`src/rtl/mc_sequencer.sv`:
```
// rtl/mc_sequencer.sv - multi-cycle RV32I fetch/decode/exec/mem/wb sequencer
// Optional memory wait timeout with HALT state: define SEQ_MEM_TIMEOUT_EN.
module mc_sequencer #(
   parameter int CNT_W   = 32,
   parameter int TIMEOUT = 16
) (
   input  logic             clk,
   input  logic             rst,
   input  logic             run,
   output logic             imem_req,
   input  logic             imem_ack,
   output logic             ir_we,
   input  logic             memtoreg,
   input  logic             memwr,
   input  logic             regwr,
   input  logic [2:0]       branch,
   input  logic             take_branch,
   output logic             dmem_req,
   output logic             dmem_we,
   input  logic             dmem_ack,
   output logic             rf_we,
   output logic             pc_we,
   output logic             pc_sel,
   output logic [2:0]       state,
   output logic             busy,
   output logic [CNT_W-1:0] instret,
   output logic             err
);

   typedef enum logic [2:0] {
      S_IDLE   = 3'd0,
      S_FETCH  = 3'd1,
      S_DECODE = 3'd2,
      S_EXEC   = 3'd3,
      S_MEM    = 3'd4,
      S_WB     = 3'd5,
      S_HALT   = 3'd6
   } state_t;

   state_t           state_q, state_d;
   logic [CNT_W-1:0] instret_q;
   logic             wait_expired;

`ifdef SEQ_MEM_TIMEOUT_EN
   localparam int TW = $clog2(TIMEOUT + 1);

   logic [TW-1:0] wait_cnt;
   logic          waiting;

   // Leaving FETCH/MEM or seeing the ack clears the count, so every entry starts at zero.
   assign waiting = ((state_q == S_FETCH) && !imem_ack) ||
                    ((state_q == S_MEM) && !dmem_ack);

   always_ff @(posedge clk) begin
      if (rst || !waiting) begin
         wait_cnt <= '0;
      end else begin
         wait_cnt <= wait_cnt + 1'b1;
      end
   end

   assign wait_expired = waiting && ((32'(wait_cnt) + 32'd1) == 32'(TIMEOUT));
   assign err          = (state_q == S_HALT);
`else
   logic unused_timeout;

   assign unused_timeout = (TIMEOUT != 0);
   assign wait_expired   = 1'b0;
   assign err            = 1'b0;
`endif

   always_ff @(posedge clk) begin
      if (rst) begin
         state_q <= S_IDLE;
      end else begin
         state_q <= state_d;
      end
   end

   always_ff @(posedge clk) begin
      if (rst) begin
         instret_q <= '0;
      end else if (state_q == S_WB) begin
         instret_q <= instret_q + 1'b1;
      end
   end

   always_comb begin
      state_d  = state_q;
      imem_req = 1'b0;
      ir_we    = 1'b0;
      dmem_req = 1'b0;
      dmem_we  = 1'b0;
      rf_we    = 1'b0;
      pc_we    = 1'b0;
      pc_sel   = 1'b0;
      case (state_q)
         S_IDLE: begin
            if (run) state_d = S_FETCH;
         end
         S_FETCH: begin
            imem_req = 1'b1;
            if (imem_ack) begin
               ir_we   = 1'b1;
               state_d = S_DECODE;
            end else if (wait_expired) begin
               state_d = S_HALT;
            end
         end
         S_DECODE: state_d = S_EXEC;
         S_EXEC: begin
            state_d = (memtoreg || memwr) ? S_MEM : S_WB;
         end
         S_MEM: begin
            // memtoreg+memwr together resolves to a store
            dmem_req = 1'b1;
            dmem_we  = memwr;
            if (dmem_ack) begin
               state_d = S_WB;
            end else if (wait_expired) begin
               state_d = S_HALT;
            end
         end
         S_WB: begin
            rf_we   = regwr;
            pc_we   = 1'b1;
            pc_sel  = (branch == 3'b001) || (branch == 3'b010) ||
                      (branch[2] && take_branch);
            state_d = run ? S_FETCH : S_IDLE;
         end
         S_HALT: state_d = S_HALT;
         default: state_d = S_IDLE;
      endcase
   end

   assign state   = state_q;
   assign busy    = (state_q != S_IDLE) && (state_q != S_HALT);
   assign instret = instret_q;

endmodule
```
`config.mk`:
```
export PLATFORM = sky130hd
export DESIGN_NAME = mc_sequencer
export DESIGN_NICKNAME = d
export VERILOG_FILES = /design/src/rtl/mc_sequencer.sv
export SDC_FILE = /design/constraint.sdc
export NUM_CORES = 1
export LEC_CHECK = 0
export ABC_AREA = 1
export CORE_MARGIN = 4
export CORE_UTILIZATION = 52
export CTS_BUF_LIST = sky130_fd_sc_hd__clkbuf_4 sky130_fd_sc_hd__clkbuf_8 sky130_fd_sc_hd__clkbuf_16
export DETAILED_ROUTE_END_ITERATION = 8
export GPL_TIMING_DRIVEN = 1
export PLACE_DENSITY_LB_ADDON = 0.25
export SYNTH_ARGS = -nofsm -noshare
export SYNTH_HDL_FRONTEND = slang
export SYNTH_SLANG_ARGS = --single-unit
```
`constraint.sdc`:
```
create_clock -name clk -period 1.9 [get_ports clk]
set_input_delay 0.38 -clock clk [delete_from_list [all_inputs] [get_ports clk]]
set_output_delay 0.38 -clock clk [all_outputs]
set_load 0.02 [all_outputs]
```
==> results.ini, run 1 <==
[run_status]
outcome = finished, final reports clean

[power_and_ir_drop]
power.density_cell_area_nw_per_um2 = 535
total_switching_power_uw = 356
share_clk_of_total_power = 0.379
power.ir.vdd_worst_mv = 0.346
comb_power_frac = 0.104
power.switching_fraction = 0.245
leakage_power_total_nw = 1.07
power.share.sequential = 0.517
power_report.internal_total_mw = 1.09

[synth]
ys_seq_elements = 35
synth_compound_area_frac = 0.103
synth-edff-count = 0
synth.lib_cells_used.distinct = 29
netlist_area_um2 = 2010
synth.largest_area_cell = sky130_fd_sc_hd__dfxtp_1
postSynthCellCount = 328
synth-simple-area-share = 0.424
synthMostInstantiatedCell = sky130_fd_sc_hd__nand2_1
syn_nets = 341
synth_commonest_cells = sky130_fd_sc_hd__nand2_1, sky130_fd_sc_hd__nor2_1, sky130_fd_sc_hd__inv_1
mux_cell_area_share_after_synthesis = 0
share_of_flip_flops_with_an_asynchronous_set_or_reset = 0
netlist_top_cells_area = sky130_fd_sc_hd__dfxtp_1, sky130_fd_sc_hd__nand2_1, sky130_fd_sc_hd__nor2_1, sky130_fd_sc_hd__inv_1, sky130_fd_sc_hd__nand3_1
average_cell_area_after_synthesis_um2 = 6.14
xor_xnor_fraction_of_synth_area = 0.00870
synth_ff_type = sky130_fd_sc_hd__dfxtp_1
yosys.area.top_type_share = 0.348
synthAdderAreaFrac = 0.00621
yosys_warnings = 0
dominant_combinational_cell_family_by_area_after_synthesis = simple AND/OR/NAND/NOR gates
seq_area_frac_synth = 0.348

[clock_network]
cts_hold_buf = 0
clock_root_buffer = sky130_fd_sc_hd__clkbuf_8
clock_path_buffers = 2
post_cts.repair.setup_buffers = 0
path_clk_slew_ns = 0.07
clk-insertion-delay-late_ns = 0.29
cts_repair_resize_count = 10
cts.sink_count = 35
cts_tree = done
cts_buffers = 5
cts_htree_levels = 2

[cells_and_area]
layout-drive-gt1-share = 0.0716
nFillCells = 329
area_delta_synth_final_pct = 34.4
num-nets-final = 403
final_cells = 439
insertedDiodeCount = 0

[placement]
place_hpwl_um = 4220
pre_cts_slack_ns = -0.242
dp_cells = 431
port_buffers = 54
finalWeightedCongestion = 0.915

[worst_setup_path]
path_delay_family = buffers and inverters
ff2ff_setup_slack_ns = 0.33
worst-path-max-fanout = 6
timing_worst_setup_path_type = register to primary output
max_stage_delay_ns = 0.65
critical_path.n_buffers_inverters = 1
cp_cell_sequence = clkdlybuf4s50_1
reg2regPathDepth = 7
cp_data_arrival_time_ns = 1.38
crit_path_end_kind = primary output
worstSetupStartpointType = register
cp.required_ns = 1.52
path_depth = 1
critical_path.slowest_cell = sky130_fd_sc_hd__clkdlybuf4s50_1

[detailed_routing]
first_pass_iteration_count_of_the_detailed_router = 5
via_per_inst = 5.13
post-route-drc-count = 0
drt-initial-drc-count = 203
detail-route-antenna-nets = 0
wl_um = 5440
wl_per_cell_um = 12.4
via_count = 2251

[sta]
fin_worst_skew_ns = 0.00397
final_min_period_over_clock_period = 0.928
max_clock_freq_mhz = 567
final-max-slew-violation-count = 0
rsz0062_at_grt = false
finalCriticalPeriod_ns = 1.76
fin_setup_tns_ns = 0
setup_slack_ns = 0.137
setup_violations = 0
hold_viol_final = 0

[global_routing]
grt_ovf = 0
maximum_number_of_pins_on_one_net_before_global_route_repair = 15
grt_antenna_before_repair = 0
grt_first_pass_wirelength_um = 8970
track_usage = 0.225
via_count_of_the_first_global_routing_pass = 2043

[die]
chip_width_um = 70.2
core.rowCount = 22
ios = 56
core_um2 = 3720
design.die.area_um2 = 4930
initial_core_util = 0.542
die_h_um = 70.2

[hold_path]
hold_path_depth = 1
min-delay-path-class = register to register

[job]
max_cap_violations = 0

## cells by family after synthesis
kind of cell / Yosys count
simple gates: 196
flops: 35
compound gates: 38
other cells: 1
buf+inv: 55
fa+ha+maj: 1
xor+xnor: 2
## per-stage QoR
step	area, um2	hold WS, ns	util	power [mW]
final	2710	0.500	0.729	1.45
after global routing	2710	0.534	0.729	1.50
after global placement	2630	0.473	0.707	0.919
after detailed placement	2630	0.488	0.707	0.923
after CTS	2710	0.505	0.729	1.45
after floorplan	2010	0.547	-	0.847
## layer usage
layer,routed length [um],up-vias,part of all wire,global-route usage
met5,0,-,0,0
met1,2390,990,0.44,0.272
li1,-,1158,-,-
met3,429,9,0.079,0.0676
met4,79,0,0.015,0.0745
met2,2540,94,0.47,0.376
## flip-flops by register name, summed over array words and instances, names as in the netlist
signal and cells:
state 3, instret 32
## power groups by stage
stage / clock network, mW / logic, mW / registers [mW]
2_1_floorplan: 0 / 0.0766 / 0.771
3_5_place_dp: 0 / 0.158 / 0.764
4_1_cts: 0.554 / 0.151 / 0.748
5_1_grt: 0.585 / 0.165 / 0.750
3_3_place_gp: 0 / 0.155 / 0.764
6_report: 0.550 / 0.151 / 0.749
## final timing paths
check                      startpoint                  endpoint
max          instret[12]$_SDFFE_PP0N_               instret[12]
min           instret[5]$_SDFFE_PP0N_   instret[5]$_SDFFE_PP0N_
max reg2reg   instret[3]$_SDFFE_PP0N_  instret[29]$_SDFFE_PP0N_
min reg2reg   instret[5]$_SDFFE_PP0N_   instret[5]$_SDFFE_PP0N_
## final cells by class
class	count	area (um2)	area share
inverter	50	188	0.0693
clock buffer	7	83.8	0.0310
clock inverter	1	5.00	0.00185
sequential	35	703	0.260
multi-input combinational	238	1090	0.404
tap	48	60.1	0.0222
timing repair buffer	60	573	0.212
## layout by cell type, fill, tap and decap left out, types with 3 or more instances in the layout
cell	Yosys	final
sky130_fd_sc_hd__a21oi_1	20	20
sky130_fd_sc_hd__buf_4	1	6
sky130_fd_sc_hd__clkbuf_8	0	5
sky130_fd_sc_hd__clkdlybuf4s50_1	0	46
sky130_fd_sc_hd__dfxtp_1	35	33
sky130_fd_sc_hd__dlygate4sd2_1	0	6
sky130_fd_sc_hd__inv_1	49	48
sky130_fd_sc_hd__nand2_1	74	74
sky130_fd_sc_hd__nand3_1	32	32
sky130_fd_sc_hd__nand4_1	7	7
sky130_fd_sc_hd__nor2_1	68	68
sky130_fd_sc_hd__nor2_2	4	4
sky130_fd_sc_hd__nor3_1	5	5
sky130_fd_sc_hd__o21a_1	3	3
sky130_fd_sc_hd__o21ai_0	11	11
No activity file was read; power rests on OpenSTA's default activity.
==> run 2: changes to the inputs <==
--- a/config.mk
+++ b/config.mk
@@ -6,7 +6,7 @@
 export NUM_CORES = 1
 export LEC_CHECK = 0
 export ABC_AREA = 1
-export CORE_MARGIN = 4
+export CORE_MARGIN = 2
 export CORE_UTILIZATION = 52
 export CTS_BUF_LIST = sky130_fd_sc_hd__clkbuf_4 sky130_fd_sc_hd__clkbuf_8 sky130_fd_sc_hd__clkbuf_16
 export DETAILED_ROUTE_END_ITERATION = 8
==> results.ini, run 2 (same netlist as run 1, synthesis figures left out) <==
[detailed_routing]
post-route-drc-count = 0  ; unchanged
drt-initial-drc-count = 194  ; was 203
wl_per_cell_um = 12.4  ; about the same
first_pass_iteration_count_of_the_detailed_router = 4  ; was 5
via_per_inst = 5.13  ; about the same
via_count = 2249  ; was 2,251
detail-route-antenna-nets = 0  ; unchanged
wl_um = 5450  ; was 5440 um

[worst_setup_path]
cp.required_ns = 1.52  ; about the same
timing_worst_setup_path_type = register to primary output  ; unchanged
cp_data_arrival_time_ns = 1.39  ; was 1.38 ns
cp_startpoint = instret[26]$_SDFFE_PP0N_  ; was instret[12]$_SDFFE_PP0N_
crit_path_end_kind = primary output  ; unchanged
max_stage_delay_ns = 0.68  ; was 0.65 ns
worst-path-max-fanout = 6  ; unchanged
cp_cell_sequence = clkdlybuf4s50_1  ; unchanged
path_delay_family = buffers and inverters  ; unchanged
ff2ff_setup_slack_ns = 0.29  ; was 0.33 ns
reg2regPathDepth = 7  ; unchanged
critical_path.n_buffers_inverters = 1  ; unchanged
worstSetupStartpointType = register  ; unchanged
critical_path.slowest_cell = sky130_fd_sc_hd__clkdlybuf4s50_1  ; unchanged
crit-reg2reg-capture = instret[27]$_SDFFE_PP0N_  ; was instret[29]$_SDFFE_PP0N_
rr_startpoint = instret[3]$_SDFFE_PP0N_  ; unchanged

[clock_network]
cts_htree_levels = 2  ; unchanged
path_clk_slew_ns = 0.07  ; about the same
cts_buffers = 5  ; unchanged
cts_repair_resize_count = 9  ; was 10
clock_path_buffers = 2  ; unchanged
clock_root_buffer = sky130_fd_sc_hd__clkbuf_8  ; unchanged
cts_tree = done  ; unchanged
cts.sink_count = 35  ; unchanged
cts_hold_buf = 0  ; unchanged
clk-insertion-delay-late_ns = 0.28  ; was 0.29 ns
post_cts.repair.setup_buffers = 0  ; unchanged

[hold_path]
min_to = instret[1]$_SDFFE_PP0N_  ; was instret[5]$_SDFFE_PP0N_
min-delay-path-class = register to register  ; unchanged
hold_path_startpoint = instret[1]$_SDFFE_PP0N_  ; was instret[5]$_SDFFE_PP0N_
hold_path_depth = 2  ; was 1

[sta]
setup_violations = 0  ; unchanged
rsz0062_at_grt = false  ; unchanged
finalCriticalPeriod_ns = 1.77  ; was 1.76 ns
max_clock_freq_mhz = 564  ; was 567 MHz
final_min_period_over_clock_period = 0.933  ; was 0.928
fin_setup_tns_ns = 0  ; unchanged
fin_worst_skew_ns = 0.00507  ; was 0.00397 ns
hold_viol_final = 0  ; unchanged
final-max-slew-violation-count = 0  ; unchanged

[global_routing]
grt_first_pass_wirelength_um = 9270  ; was 8970 um
track_usage = 0.272  ; was 0.225
maximum_number_of_pins_on_one_net_before_global_route_repair = 23  ; was 15
grt_antenna_before_repair = 0  ; unchanged
grt_ovf = 0  ; unchanged
via_count_of_the_first_global_routing_pass = 2066  ; was 2,043

[job]
max_cap_violations = 0  ; unchanged

[cells_and_area]
area_delta_synth_final_pct = 34.4  ; unchanged
largest_register_ff_count = 32  ; unchanged
utilization = 0.734  ; was 0.729
most-common-layout-cells = sky130_fd_sc_hd__nand2_1, sky130_fd_sc_hd__nor2_1, sky130_fd_sc_hd__inv_1  ; unchanged
final_cells = 438  ; was 439
layout-drive-gt1-share = 0.0718  ; was 0.0716
insertedDiodeCount = 0  ; unchanged
final_common_cell = sky130_fd_sc_hd__nand2_1  ; unchanged
num-nets-final = 402  ; was 403

[die]
design.die.area_um2 = 4390  ; was 4930 um2
ios = 56  ; unchanged
core.rowCount = 22  ; unchanged
die_h_um = 66.2  ; was 70.2 um
core_um2 = 3690  ; was 3720 um2
initial_core_util = 0.546  ; was 0.542
chip_width_um = 66.2  ; was 70.2 um

[power_and_ir_drop]
fin_total_pwr_mw = 1.46  ; was 1.45 mW
power.ir.vdd_worst_mv = 0.416  ; was 0.346 mV
leakage_power_total_nw = 1.06  ; was 1.07 nW
power.density_cell_area_nw_per_um2 = 537  ; was 535 nW/um2

[placement]
port_buffers = 54  ; unchanged
dp_cells = 430  ; was 431
finalWeightedCongestion = 0.928  ; was 0.915
place_hpwl_um = 4120  ; was 4220 um

[run_status]
outcome = finished, final reports clean  ; unchanged

run 2: changes by cell type in the layout (fill, tap and decap cells not counted):
cell,change
sky130_fd_sc_hd__clkdlybuf4s15_1,-1
sky130_fd_sc_hd__buf_12,+1
sky130_fd_sc_hd__buf_4,-2
sky130_fd_sc_hd__clkbuf_2,+1
run 2: area by class of cell:
cell class / count / area (um2)
clock buffer: 7 / 83.8
clock inverter: 1 / 5.00
fill: 335 / 981
inverter: 50 / 188
multi-input combinational: 238 / 1090
sequential: 35 / 703
tap: 48 / 60.1
timing repair buffer: 59 / 573
run 2: routing by layer:
layer	global-route usage	vias to the layer above	part of all wire
met5	0	-	0
met4	0.0918	0	0.019
met3	0.0477	14	0.062
met2	0.453	80	0.47
met1	0.352	999	0.45
li1	-	1156	-
run 2: power breakdown:
group / total [mW] / leakage (nW) / switching, mW / internal (mW)
Combinational: 0.153 / 0.733 / 0.0836 / 0.0689
Clock: 0.554 / 0.0491 / 0.268 / 0.286
Sequential: 0.748 / 0.283 / 0.00858 / 0.740
run 2: per-stage QoR:
step / area, um2 / hold slack [ns] / worst slack (ns)
after floorplan: 2010 / 0.547 / 0.283
after global placement: 2630 / 0.476 / -0.163
after detailed placement: 2630 / 0.497 / -0.223
after CTS: 2710 / 0.507 / 0.00235
after global routing: 2710 / 0.534 / 0.0503
final: 2710 / 0.510 / 0.126
run 2: tightest hold or removal path, stage by stage (launching register included):
cell and delay (ns):
sky130_fd_sc_hd__dfxtp_1 0.34, sky130_fd_sc_hd__nand2_1 0.07, sky130_fd_sc_hd__a21oi_1 0.05
run 2: how the worst max path moves through the flow:
stage / end / slack (ns) / cells after the start
2_1_floorplan: ir_we / 0.28 / 4
3_3_place_gp: pc_sel / -0.16 / 6
3_5_place_dp: pc_sel / -0.22 / 6
4_1_cts: pc_sel / 0.002 / 6
5_1_grt: dmem_we / 0.05 / 4
6_report: instret[26] / 0.13 / 1
==> run 3: changes to the inputs <==
--- a/config.mk
+++ b/config.mk
@@ -6,9 +6,9 @@
 export NUM_CORES = 1
 export LEC_CHECK = 0
 export ABC_AREA = 1
+export CAP_MARGIN = 40
 export CORE_MARGIN = 2
 export CORE_UTILIZATION = 52
-export CTS_BUF_LIST = sky130_fd_sc_hd__clkbuf_4 sky130_fd_sc_hd__clkbuf_8 sky130_fd_sc_hd__clkbuf_16
 export DETAILED_ROUTE_END_ITERATION = 8
 export GPL_TIMING_DRIVEN = 1
 export PLACE_DENSITY_LB_ADDON = 0.25
==> results.ini, run 3 (same netlist as run 1, synthesis figures left out) <==
[sta]
final-max-slew-violation-count = 0  ; unchanged
fin_hold_ws_ns = 0.510  ; about the same
final_min_period_over_clock_period = 0.931  ; was 0.933
fin_setup_tns_ns = 0  ; unchanged
fin_worst_skew_ns = 0.00553  ; was 0.00507 ns
rsz0062_at_grt = false  ; unchanged
max_clock_freq_mhz = 565  ; was 564 MHz
finalCriticalPeriod_ns = 1.77  ; about the same
hold_viol_final = 0  ; unchanged
setup_violations = 0  ; unchanged

[worst_setup_path]
path_delay_family = buffers and inverters  ; unchanged
critical_path.slowest_cell = sky130_fd_sc_hd__clkdlybuf4s50_1  ; unchanged
max_stage_delay_ns = 0.65  ; was 0.68 ns
cp.required_ns = 1.52  ; about the same
cp_cell_sequence = clkdlybuf4s50_1  ; unchanged
cp_data_arrival_time_ns = 1.39  ; about the same
reg2regPathDepth = 7  ; unchanged
timing_worst_setup_path_type = register to primary output  ; unchanged
rr_startpoint = instret[3]$_SDFFE_PP0N_  ; unchanged
ff2ff_setup_slack_ns = 0.30  ; was 0.29 ns
worstSetupStartpointType = register  ; unchanged
worst-path-max-fanout = 6  ; unchanged
crit_path_end_kind = primary output  ; unchanged
critical_path.n_buffers_inverters = 1  ; unchanged
crit-reg2reg-capture = instret[27]$_SDFFE_PP0N_  ; unchanged

[power_and_ir_drop]
fin_total_pwr_mw = 1.43  ; was 1.46 mW
leakage_power_total_nw = 1.06  ; about the same
power.ir.vdd_worst_mv = 0.415  ; was 0.416 mV
power.density_cell_area_nw_per_um2 = 528  ; was 537 nW/um2

[detailed_routing]
wl_per_cell_um = 12.4  ; about the same
post-route-drc-count = 0  ; unchanged
detail-route-antenna-nets = 0  ; unchanged
first_pass_iteration_count_of_the_detailed_router = 4  ; unchanged
via_count = 2241  ; was 2,249
drt-initial-drc-count = 208  ; was 194
wl_um = 5450  ; about the same
via_per_inst = 5.12  ; was 5.13

[clock_network]
cts.sink_count = 35  ; unchanged
clock_root_buffer = sky130_fd_sc_hd__clkbuf_8  ; unchanged
cts_tree = done  ; unchanged
clock_path_buffers = 2  ; unchanged
clk-insertion-delay-late_ns = 0.28  ; about the same
cts_hold_buf = 0  ; unchanged
cts_buffers = 5  ; unchanged
path_clk_slew_ns = 0.07  ; about the same
cts_htree_levels = 2  ; unchanged

[hold_path]
hold_path_depth = 2  ; unchanged
hold_path_startpoint = instret[1]$_SDFFE_PP0N_  ; unchanged
min_to = instret[1]$_SDFFE_PP0N_  ; unchanged
min-delay-path-class = register to register  ; unchanged

[cells_and_area]
utilization = 0.732  ; was 0.734
layout-drive-gt1-share = 0.0667  ; was 0.0718
seq_area_um2 = 703  ; unchanged
final_common_cell = sky130_fd_sc_hd__nand2_1  ; unchanged
final_cells = 438  ; unchanged
area_delta_synth_final_pct = 34.0  ; was 34.4%
insertedDiodeCount = 0  ; unchanged
nFillCells = 336  ; was 335
area_taken_by_multi_input_logic_gates_um2 = 1090  ; unchanged
num-nets-final = 402  ; unchanged
largest_register_ff_count = 32  ; unchanged
most-common-layout-cells = sky130_fd_sc_hd__nand2_1, sky130_fd_sc_hd__nor2_1, sky130_fd_sc_hd__inv_1  ; unchanged

[placement]
finalWeightedCongestion = 0.928  ; unchanged
port_buffers = 54  ; unchanged
dp_cells = 430  ; unchanged
place_hpwl_um = 4120  ; unchanged

[global_routing]
via_count_of_the_first_global_routing_pass = 2070  ; was 2,066
grt_antenna_before_repair = 0  ; unchanged
maximum_number_of_pins_on_one_net_before_global_route_repair = 23  ; unchanged
track_usage = 0.272  ; unchanged
grt_first_pass_wirelength_um = 9260  ; was 9270 um
grt_ovf = 0  ; unchanged

[die]
die_h_um = 66.2  ; unchanged
initial_core_util = 0.546  ; unchanged
ios = 56  ; unchanged
design.die.area_um2 = 4390  ; unchanged
chip_width_um = 66.2  ; unchanged
core.rowCount = 22  ; unchanged
core_um2 = 3690  ; unchanged

[job]
max_cap_violations = 0  ; unchanged

[run_status]
outcome = finished, final reports clean  ; unchanged

run 3: cell counts in the layout (fill, tap and decap cells not counted):
No cell type changed its count.
run 3: worst max-delay path by stage:
stage,depth (start not counted),to,start
final,1,instret[15],instret[15]$_SDFFE_PP0N_
after global routing,4,dmem_we,state[0]$_SDFFE_PP0P_
after CTS,6,pc_sel,branch[0]
after detailed placement,6,pc_sel,branch[0]
after global placement,6,pc_sel,branch[1]
after floorplan,4,ir_we,state[0]$_SDFFE_PP0P_
run 3: metal layers:
| metal | vias to the layer above | global-route usage | routed length, um | share of wire |
|---|---|---|---|---|
| li1 | 1156 | - | - | - |
| met1 | 1002 | 0.350 | 2510 | 0.46 |
| met2 | 73 | 0.450 | 2530 | 0.46 |
| met3 | 10 | 0.0528 | 328 | 0.060 |
| met4 | 0 | 0.0944 | 80 | 0.015 |
| met5 | - | 0 | 0 | 0 |
run 3: final cells by class:
class | count | area share
clock buffer | 7 | 0.0283
sequential | 35 | 0.260
tap | 48 | 0.0222
multi-input combinational | 238 | 0.405
timing repair buffer | 59 | 0.212
clock inverter | 1 | 0.00185
inverter | 50 | 0.0695
run 3: what timing repair did:
item	in CTS	in global routing
pin swaps	0	0
setup endpoints to repair	8	5
buffers inserted	0	0
gates resized for setup	9	6
run 3: report_power, final:
part           internal (mW)  switching, mW
Sequential             0.740        0.00858
Clock                  0.257          0.268
Combinational         0.0689         0.0839
run 3: through the flow:
step / worst slack, ns / area [um2]
after floorplan: 0.283 / 2010
after global placement: -0.163 / 2630
after detailed placement: -0.223 / 2630
after CTS: 0.00235 / 2710
after global routing: 0.0503 / 2700
final: 0.132 / 2700
